## src/rtl/pol2cart_cordic.sv

```systemverilog
// Iterative CORDIC polar-to-cartesian converter: one micro-rotation per cycle, 16 iterations.
// Optional gain compensation is enabled by defining POL2CART_GAIN_COMP_EN.
module pol2cart_cordic #(
  parameter int WIDTH = 31
) (
  input  logic                  clk,
  input  logic                  rst_n,
  input  logic                  in_valid,
  input  logic signed [WIDTH:0] radius,
  input  logic signed [8:0]     angle,
  output logic                  out_valid,
  output logic signed [WIDTH:0] x_out,
  output logic signed [WIDTH:0] y_out
);

  localparam int unsigned RW = WIDTH + 3;
  localparam int unsigned XW = WIDTH + 5;
  localparam int unsigned ZW = 26;
  localparam logic signed [ZW-1:0] Z_90 = 26'sd5898240;

  typedef enum logic [1:0] {S_IDLE, S_PRE, S_ITER, S_DONE} state_t;

  state_t                  r_state;
  logic [3:0]              r_iter;
  logic signed [WIDTH:0]   r_radius;
  logic signed [XW-1:0]    r_x;
  logic signed [XW-1:0]    r_y;
  logic signed [ZW-1:0]    r_z;

  logic signed [9:0]       w_ang_wrap;
  logic signed [ZW-1:0]    w_z_cap;
  logic signed [RW-1:0]    w_r_ext;
  logic signed [XW-1:0]    w_rp;
  logic signed [XW-1:0]    w_x_sh;
  logic signed [XW-1:0]    w_y_sh;
  logic signed [XW-1:0]    w_x_rnd;
  logic signed [XW-1:0]    w_y_rnd;
  logic signed [ZW-1:0]    w_atan;

  // atan(2^-i) in Q9.16 degrees
  function automatic logic signed [ZW-1:0] atan_lut(input logic [3:0] idx);
    case (idx)
      4'd0:    atan_lut = 26'sd2949120;
      4'd1:    atan_lut = 26'sd1740967;
      4'd2:    atan_lut = 26'sd919879;
      4'd3:    atan_lut = 26'sd466945;
      4'd4:    atan_lut = 26'sd234379;
      4'd5:    atan_lut = 26'sd117304;
      4'd6:    atan_lut = 26'sd58666;
      4'd7:    atan_lut = 26'sd29335;
      4'd8:    atan_lut = 26'sd14668;
      4'd9:    atan_lut = 26'sd7334;
      4'd10:   atan_lut = 26'sd3667;
      4'd11:   atan_lut = 26'sd1833;
      4'd12:   atan_lut = 26'sd917;
      4'd13:   atan_lut = 26'sd458;
      4'd14:   atan_lut = 26'sd229;
      default: atan_lut = 26'sd115;
    endcase
  endfunction

  // Wrap the captured angle into -180..180
  always_comb begin
    w_ang_wrap = {angle[8], angle};
    if (w_ang_wrap > 10'sd180) begin
      w_ang_wrap = w_ang_wrap - 10'sd360;
    end else if (w_ang_wrap < -10'sd180) begin
      w_ang_wrap = w_ang_wrap + 10'sd360;
    end
  end

  assign w_z_cap = {w_ang_wrap, 16'd0};
  assign w_r_ext = {r_radius, 2'b00};

`ifdef POL2CART_GAIN_COMP_EN
  // Multiply before the guard shift so full-scale radius fits the 48-bit product
  logic signed [47:0] w_prod;
  assign w_prod = 48'(r_radius) * 48'sd39797;
  assign w_rp   = XW'(w_prod >>> 14);
`else
  assign w_rp   = XW'(w_r_ext);
`endif

  assign w_x_sh  = r_x >>> r_iter;
  assign w_y_sh  = r_y >>> r_iter;
  assign w_atan  = atan_lut(r_iter);
  assign w_x_rnd = (r_x + XW'(2)) >>> 2;
  assign w_y_rnd = (r_y + XW'(2)) >>> 2;

  always_ff @(posedge clk or negedge rst_n) begin
    if (!rst_n) begin
      r_state   <= S_IDLE;
      r_iter    <= '0;
      r_radius  <= '0;
      r_x       <= '0;
      r_y       <= '0;
      r_z       <= '0;
      out_valid <= 1'b0;
      x_out     <= '0;
      y_out     <= '0;
    end else begin
      out_valid <= 1'b0;
      x_out     <= '0;
      y_out     <= '0;
      case (r_state)
        S_IDLE: begin
          if (in_valid) begin
            r_radius <= radius;
            r_z      <= w_z_cap;
            r_iter   <= '0;
            r_state  <= S_PRE;
          end
        end
        // Fold into -90..90 so the iterations converge
        S_PRE: begin
          if (r_z > Z_90) begin
            r_x <= '0;
            r_y <= w_rp;
            r_z <= r_z - Z_90;
          end else if (r_z < -Z_90) begin
            r_x <= '0;
            r_y <= -w_rp;
            r_z <= r_z + Z_90;
          end else begin
            r_x <= w_rp;
            r_y <= '0;
          end
          r_state <= S_ITER;
        end
        S_ITER: begin
          if (!r_z[ZW-1]) begin
            r_x <= r_x - w_y_sh;
            r_y <= r_y + w_x_sh;
            r_z <= r_z - w_atan;
          end else begin
            r_x <= r_x + w_y_sh;
            r_y <= r_y - w_x_sh;
            r_z <= r_z + w_atan;
          end
          r_iter <= r_iter + 4'd1;
          if (r_iter == 4'd15) begin
            r_state <= S_DONE;
          end
        end
        S_DONE: begin
          out_valid <= 1'b1;
          x_out     <= (WIDTH+1)'(w_x_rnd);
          y_out     <= (WIDTH+1)'(w_y_rnd);
          r_iter    <= '0;
          r_state   <= S_IDLE;
        end
        default: r_state <= S_IDLE;
      endcase
    end
  end

endmodule

```

## config.mk

```make
export PLATFORM = sky130hd
export DESIGN_NAME = pol2cart_cordic
export DESIGN_NICKNAME = d
export VERILOG_FILES = /design/src/rtl/pol2cart_cordic.sv
export SDC_FILE = /design/constraint.sdc
export NUM_CORES = 1
export LEC_CHECK = 0
export BUFFER_PORTS_ARGS = -buffer_cell sky130_fd_sc_hd__buf_4
export CORE_MARGIN = 8
export CORE_UTILIZATION = 58
export DETAILED_ROUTE_END_ITERATION = 16
export PLACE_DENSITY = 0.76
export REMOVE_ABC_BUFFERS = 1
export SETUP_SLACK_MARGIN = 0.2
export SLEW_MARGIN = 40
export SYNTH_ARGS = -nofsm -noshare
export SYNTH_HDL_FRONTEND = slang
export SYNTH_SLANG_ARGS = --single-unit
```

## constraint.sdc

```tcl
create_clock -name clk -period 5.72 [get_ports clk]
set_clock_uncertainty 0.05 [all_clocks]
set_input_delay 0.858 -clock clk [delete_from_list [all_inputs] [get_ports clk]]
set_output_delay 0.858 -clock clk [all_outputs]
set_load 0.05 [all_outputs]
```

# After elaboration in Yosys (flattened, before gate mapping)
# Memory sizes are Yosys's and may differ from the RTL's.
# Cells that the tools add are included.
[totals]
register_bits = 201
mem_bits_ro = 352
input_bits = 44
mem_count = 1
[memory_table]
columns = ["memory", "depth", "width", "rd", "rd_ports_with_merged_regs", "write_ports", "line_no", "rtl"]
rows = [
  ["(no name shown)", 16, 22, 1, 0, 0, "42", "case (idx)"],
]
[classes]
add_sub_neg = 14
magnitude_cmp = 4
eq_ne = 7
shifts = 2
n_mux = 23
n_reduce_logical = 8
[ops]
columns = ["cell", "count"]
rows = [
  ["$mux W36", 6],
  ["$pmux W36 S2", 2],
  ["$mux W26", 4],
  ["$pmux W26 S3", 1],
  ["$add A36 B36 Y36", 2],
  ["$sshr A36 B4 Y36", 2],
  ["$sub A36 B36 Y36", 2],
  ["$add A34 B3 Y34 const B", 2],
  ["$mux W32", 2],
  ["$neg A34 Y36", 1],
  ["$add A26 B24 Y26 const B", 1],
  ["$add A26 B26 Y26", 1],
  ["$gt A26 B24 Y1 const B", 1],
  ["$lt A26 B24 Y1 const B", 1],
  ["$sub A26 B24 Y26 const B", 1],
  ["$sub A26 B26 Y26", 1],
  ["$mux W10", 2],
  ["$pmux W4 S3", 1],
  ["$add A9 B10 Y10 const B", 1],
  ["$sub A9 B10 Y10 const B", 1],
  ["$gt A9 B9 Y1 const B", 1],
  ["$lt A9 B9 Y1 const B", 1],
  ["$pmux W2 S4", 1],
  ["$reduce_and A2 Y1", 3],
  ["13 further kinds", 17],
]

# Logic depth before layout (Yosys ltp)
[depth]
ltp_word = 5
mapped_depth = 30
ltp_nobuf = 23

# Worst setup path after synthesis
# No wires, ideal clock.
[synth_timing]
path_kind = "register to register"
startpoint = "register r_iter[1]"
endpoint = "register r_z[22]"
setup_time_ns = 0.135
t_arrival_ns = 6.022
t_required_ns = 5.535
slack_ns = -0.487
path_stages_with_launch = 26
path_buffers = 5
synth_period_minus_slack_ns = 6.207
cell_sequence = "dfrtp_1 inv_1 clkbuf_1 buf_1 clkbuf_1 buf_1 ha_1 or2_1 a31oi_1 nand3_1 nor4_1 and3_1 or2_2 clkbuf_1 xor2_1 ha_1 a21o_1 a21o_1 a221oi_1 o311ai_0 nand2_1 o31ai_1 a211oi_1 xnor2_1 a221oi_1 o31ai_1"
[synth_between]
elab_chain_len = 4
[synth_lines]
columns = ["element", "line_no", "rtl"]
rows = [
  ["start, declared", "24", "logic [3:0] r_iter;"],
  ["start signal, assigned", "140", "r_iter <= r_iter + 4'd1;"],
  ["$mem_v2 Z16 W22 *", "--", ""],
  ["$sub A26 B26 Y26 / $add A26 B26 Y26 (equally long branches)", "134, 138", ""],
  ["$mux W26 *", "131", "if (!r_z[ZW-1]) begin"],
  ["$pmux W26 S3 *", "105", "case (r_state)"],
  ["end signal, assigned", "109", "r_z <= w_z_cap;"],
  ["end signal, assigned", "134", "r_z <= r_z - w_atan;"],
  ["end signal, assigned", "138", "r_z <= r_z + w_atan;"],
  ["end, declared", "28", "logic signed [ZW-1:0] r_z;"],
]
# Every way passes the cells marked *; elsewhere a longest branch is shown, timed or not.
# A chain may end at the register's enable or synchronous reset.

# Final worst setup path
[layout_timing]
startpoint = "register r_iter[0]"
endpoint = "register r_y[34]"
[layout_between]
elab_chain_len = 4
[layout_lines]
columns = ["element", "line_no", "rtl"]
rows = [
  ["$sshr A36 B4 Y36 *", "84", "assign w_x_sh = r_x >>> r_iter;"],
  ["$add A36 B36 Y36 / $sub A36 B36 Y36 (equally long branches)", "133, 137", ""],
  ["$mux W36 *", "131", ""],
  ["$pmux W36 S2 *", "105", ""],
  ["end signal, assigned", "118", "r_y <= w_rp;"],
  ["end signal, assigned", "133", "r_y <= r_y + w_x_sh;"],
  ["end signal, assigned", "137", "r_y <= r_y - w_x_sh;"],
  ["end, declared", "27", "logic signed [XW-1:0] r_y;"],
]
# Marks and branches as above.

==> out/metrics.cfg <==
[outcome]
outcome = finished clean

[worst_setup_path]
r2r_setup_slack_ns = 0.30
cp.buffers_inverters = 5
worst-r2r-cell-count = 23
cpLargestDelayFamily = compound AO/OA/AOI/OAI gates
crit_path_frequent_cell = buf_4
slowest_delay_ns = 0.50
path_depth = 23
path_max_fanout = 20
r2r_start = r_iter[0]
crit_chain = buf_12, clkinvlp_4, buf_4, buf_4, mux2i_1, mux2_2, a32o_1, and2_2, and3_4, buf_4, a31oi_1, xor2_1, ha_2, a21o_1, a21oi_2, o31ai_1, a221oi_2, a21oi_1, a31o_2, a41o_1, o41ai_2, nand4_1, o211ai_1
crit_required_ns = 6.16
cp_slowest_cell = dfrtp_4
start_kind = flop
crit_path_end_kind = flop
arrival_ns = 5.86
critPathKind = reg2reg
rr_endpoint = r_y[34]

[grt]
grt_util_all_layers = 0.350
grt_pass1_wl_um = 124000
grt_start_max_net_pins = 115
grt_pass1_vias = 21800
antenna_found_initial = 2
overflow = 0

[final_layout]
final_util = 0.676
nets = 3001
final_common_cell = buf_4
final_cell_mix = 298 x buf_4, 252 x nor2_1, 226 x nand2_1, 195 x dfrtp_1, 191 x a21oi_1
syn_to_final_growth_pct = 15.9
postLayoutCellArea_sq_um = 25900
final_layout_size_suffix_gt1_frac = 0.211

[cts]
cts_tree = yes
cts_buffer_depth = 3
root_buffer = clkbuf_16
clock-sinks = 201
clkTransAtPathRegs_ns = 0.07
cts_inserted_buffers = 25
clk_latency_ns = 0.58
htreeDepth = 1

[synthesis]
synth_compound_area_frac = 0.211
synth_top_family_by_area = compound AO/OA/AOI/OAI gates
muxShareOfSynthArea = 0.148
synth_xor_area_frac = 0.0901
synth_area_sq_um = 22400
synth_edf_count = 0
synth_top_area_frac = 0.225
synth_area_leaders = dfrtp_1 22%, ha_1 6.9%, xnor2_1 5.8%, a21oi_1 4.5%, mux2_2 4.3%
synth_fa_ha_area_frac = 0.0721
synthCells = 2687
synth.largest_area_cell = dfrtp_1
synth-seq-cells = 201
synth-main-ff-cell = dfrtp_1
yosysWarnings = 0
yosysSeqAreaShare = 0.225
synth_cell_types = 96
async_flop_share = 1.00
yosys.area_share.simple = 0.199
avgSynthCellArea_sq_um = 8.32

[die]
io_pins = 109
dieHeight_um = 212
initial_core_util = 0.583
rows = 72
die_area_sq_um = 45100
fp.dieW_um = 212
core-area_sq_um = 38400

[sta]
hold_viol = 0
min_period_over_period = 0.947
rsz0062_at_grt = yes
fmax_mhz = 185
maxSlewViolCount = 0
finalSetupViolCount = 0
min_period_ns = 5.42
worst_pin_slew_ns = 0.905
timing.hold.ws_ns = 0.236
setup_tns_ns = 0
slew-limit-headroom = 0.393

[detailed_routing]
drcViolationCount = 0
wl_um = 81100
drt-initial-drc-count = 2401
postRouteAntennaNets = 0
vias = 22600
wire_per_inst_um = 24.1
drt_first_pass_iters = 6
vias_per_cell = 6.71

[job]
maxCapViolCount = 0

[place]
placed_area_sq_um = 24400
place_hpwl_um = 60700
io_buffers = 108
place_congestion = 1.00

[hold_path]
hold_class = in2async

-- per-layer routing --
layer	track usage	vias up	share of wire	routed length (um)
li1	-	10200	-	-
met1	0.454	10900	0.39	31900
met2	0.555	1279	0.45	36500
met4	0.154	0	0.047	3790
met5	0	-	0	0
met3	0.0792	251	0.11	8930
-- stage by stage --
stage          std cells  setup WS [ns]
3_3_place_gp        3301        -0.0887
4_1_cts             3351          0.176
6_report            3366          0.304
5_1_grt             3364         0.0997
3_5_place_dp        3301         -0.179
2_1_floorplan       2486          -2.82
-- final cells by class --
cell class | instances | area, sq um
Clock buffer | 37 | 731
Fill cell | 3256 | 12500
Sequential cell | 201 | 5050
Clock inverter | 6 | 108
Antenna cell | 2 | 5.00
Timing Repair Buffer | 317 | 2580
Tap cell | 518 | 648
Multi-Input combinational cell | 2214 | 16500
Inverter | 71 | 274
-- worst max path at each step --
stage,from,endpoint
global placement,r_iter[0],r_y[33]
global route,r_iter[0],r_y[28]
finish,r_iter[0],r_y[34]
detailed placement,r_iter[0],r_y[33]
CTS,r_iter[1],r_y[33]
floorplan,r_iter[0],r_z[23]
-- flip-flops by register name, summed over array words and instances (netlist names), 2 cells and up --
| name | flops |
|---|---|
| r_x | 36 |
| r_y | 36 |
| r_radius | 32 |
| x_out | 32 |
| y_out | 32 |
| r_z | 26 |
| r_iter | 4 |
| r_state | 2 |
-- cells by family (layout without fill, tap and decap cells) --
logic type	count (synthesis)	count (layout)
adders and majority gates	127	127
other	0	2
muxes	224	224
buffers and inverters	272	431
xor gates and xnor gates	230	230
and+or+nand+nor	911	911
DFF	201	201
AOI/OAI and AO/OA	722	722
-- what timing repair did --
action                                  4_1_cts  5_1_grt
resized for setup                            20      106
hold buffers                                  0        0
cloned                                        1        0
endpoints found under the setup margin       22       37
setup buffers                                 6       13
pin swaps                                     1       24
-- cells in the mapped netlist (16+ instances only) --
cell        n
nor2_1    254
and2_1     77
a21oi_1   199
mux4_2     36
o22ai_1    16
clkbuf_1  138
o21ai_0   149
mux4_1     30
and4_1     17
xnor2_1   149
mux2_2     86
and3_1     35
inv_1      68
dfrtp_1   201
or3_1      29
o31ai_1    18
a21o_1     54
buf_2      18
a221oi_1   43
a211oi_1   19
nand2b_1   34
o21a_1     16
a31oi_1    39
nor2b_1    28
nor3_1     64
nand3_1    71
xor2_1     81
ha_1      124
buf_1      20
nand2_1   226
nand4_1    18
mux2i_1    68
Power is left out: the tool's default activity adds up to more than one toggle a clock period on the data nets, which glitch-free logic cannot reach.
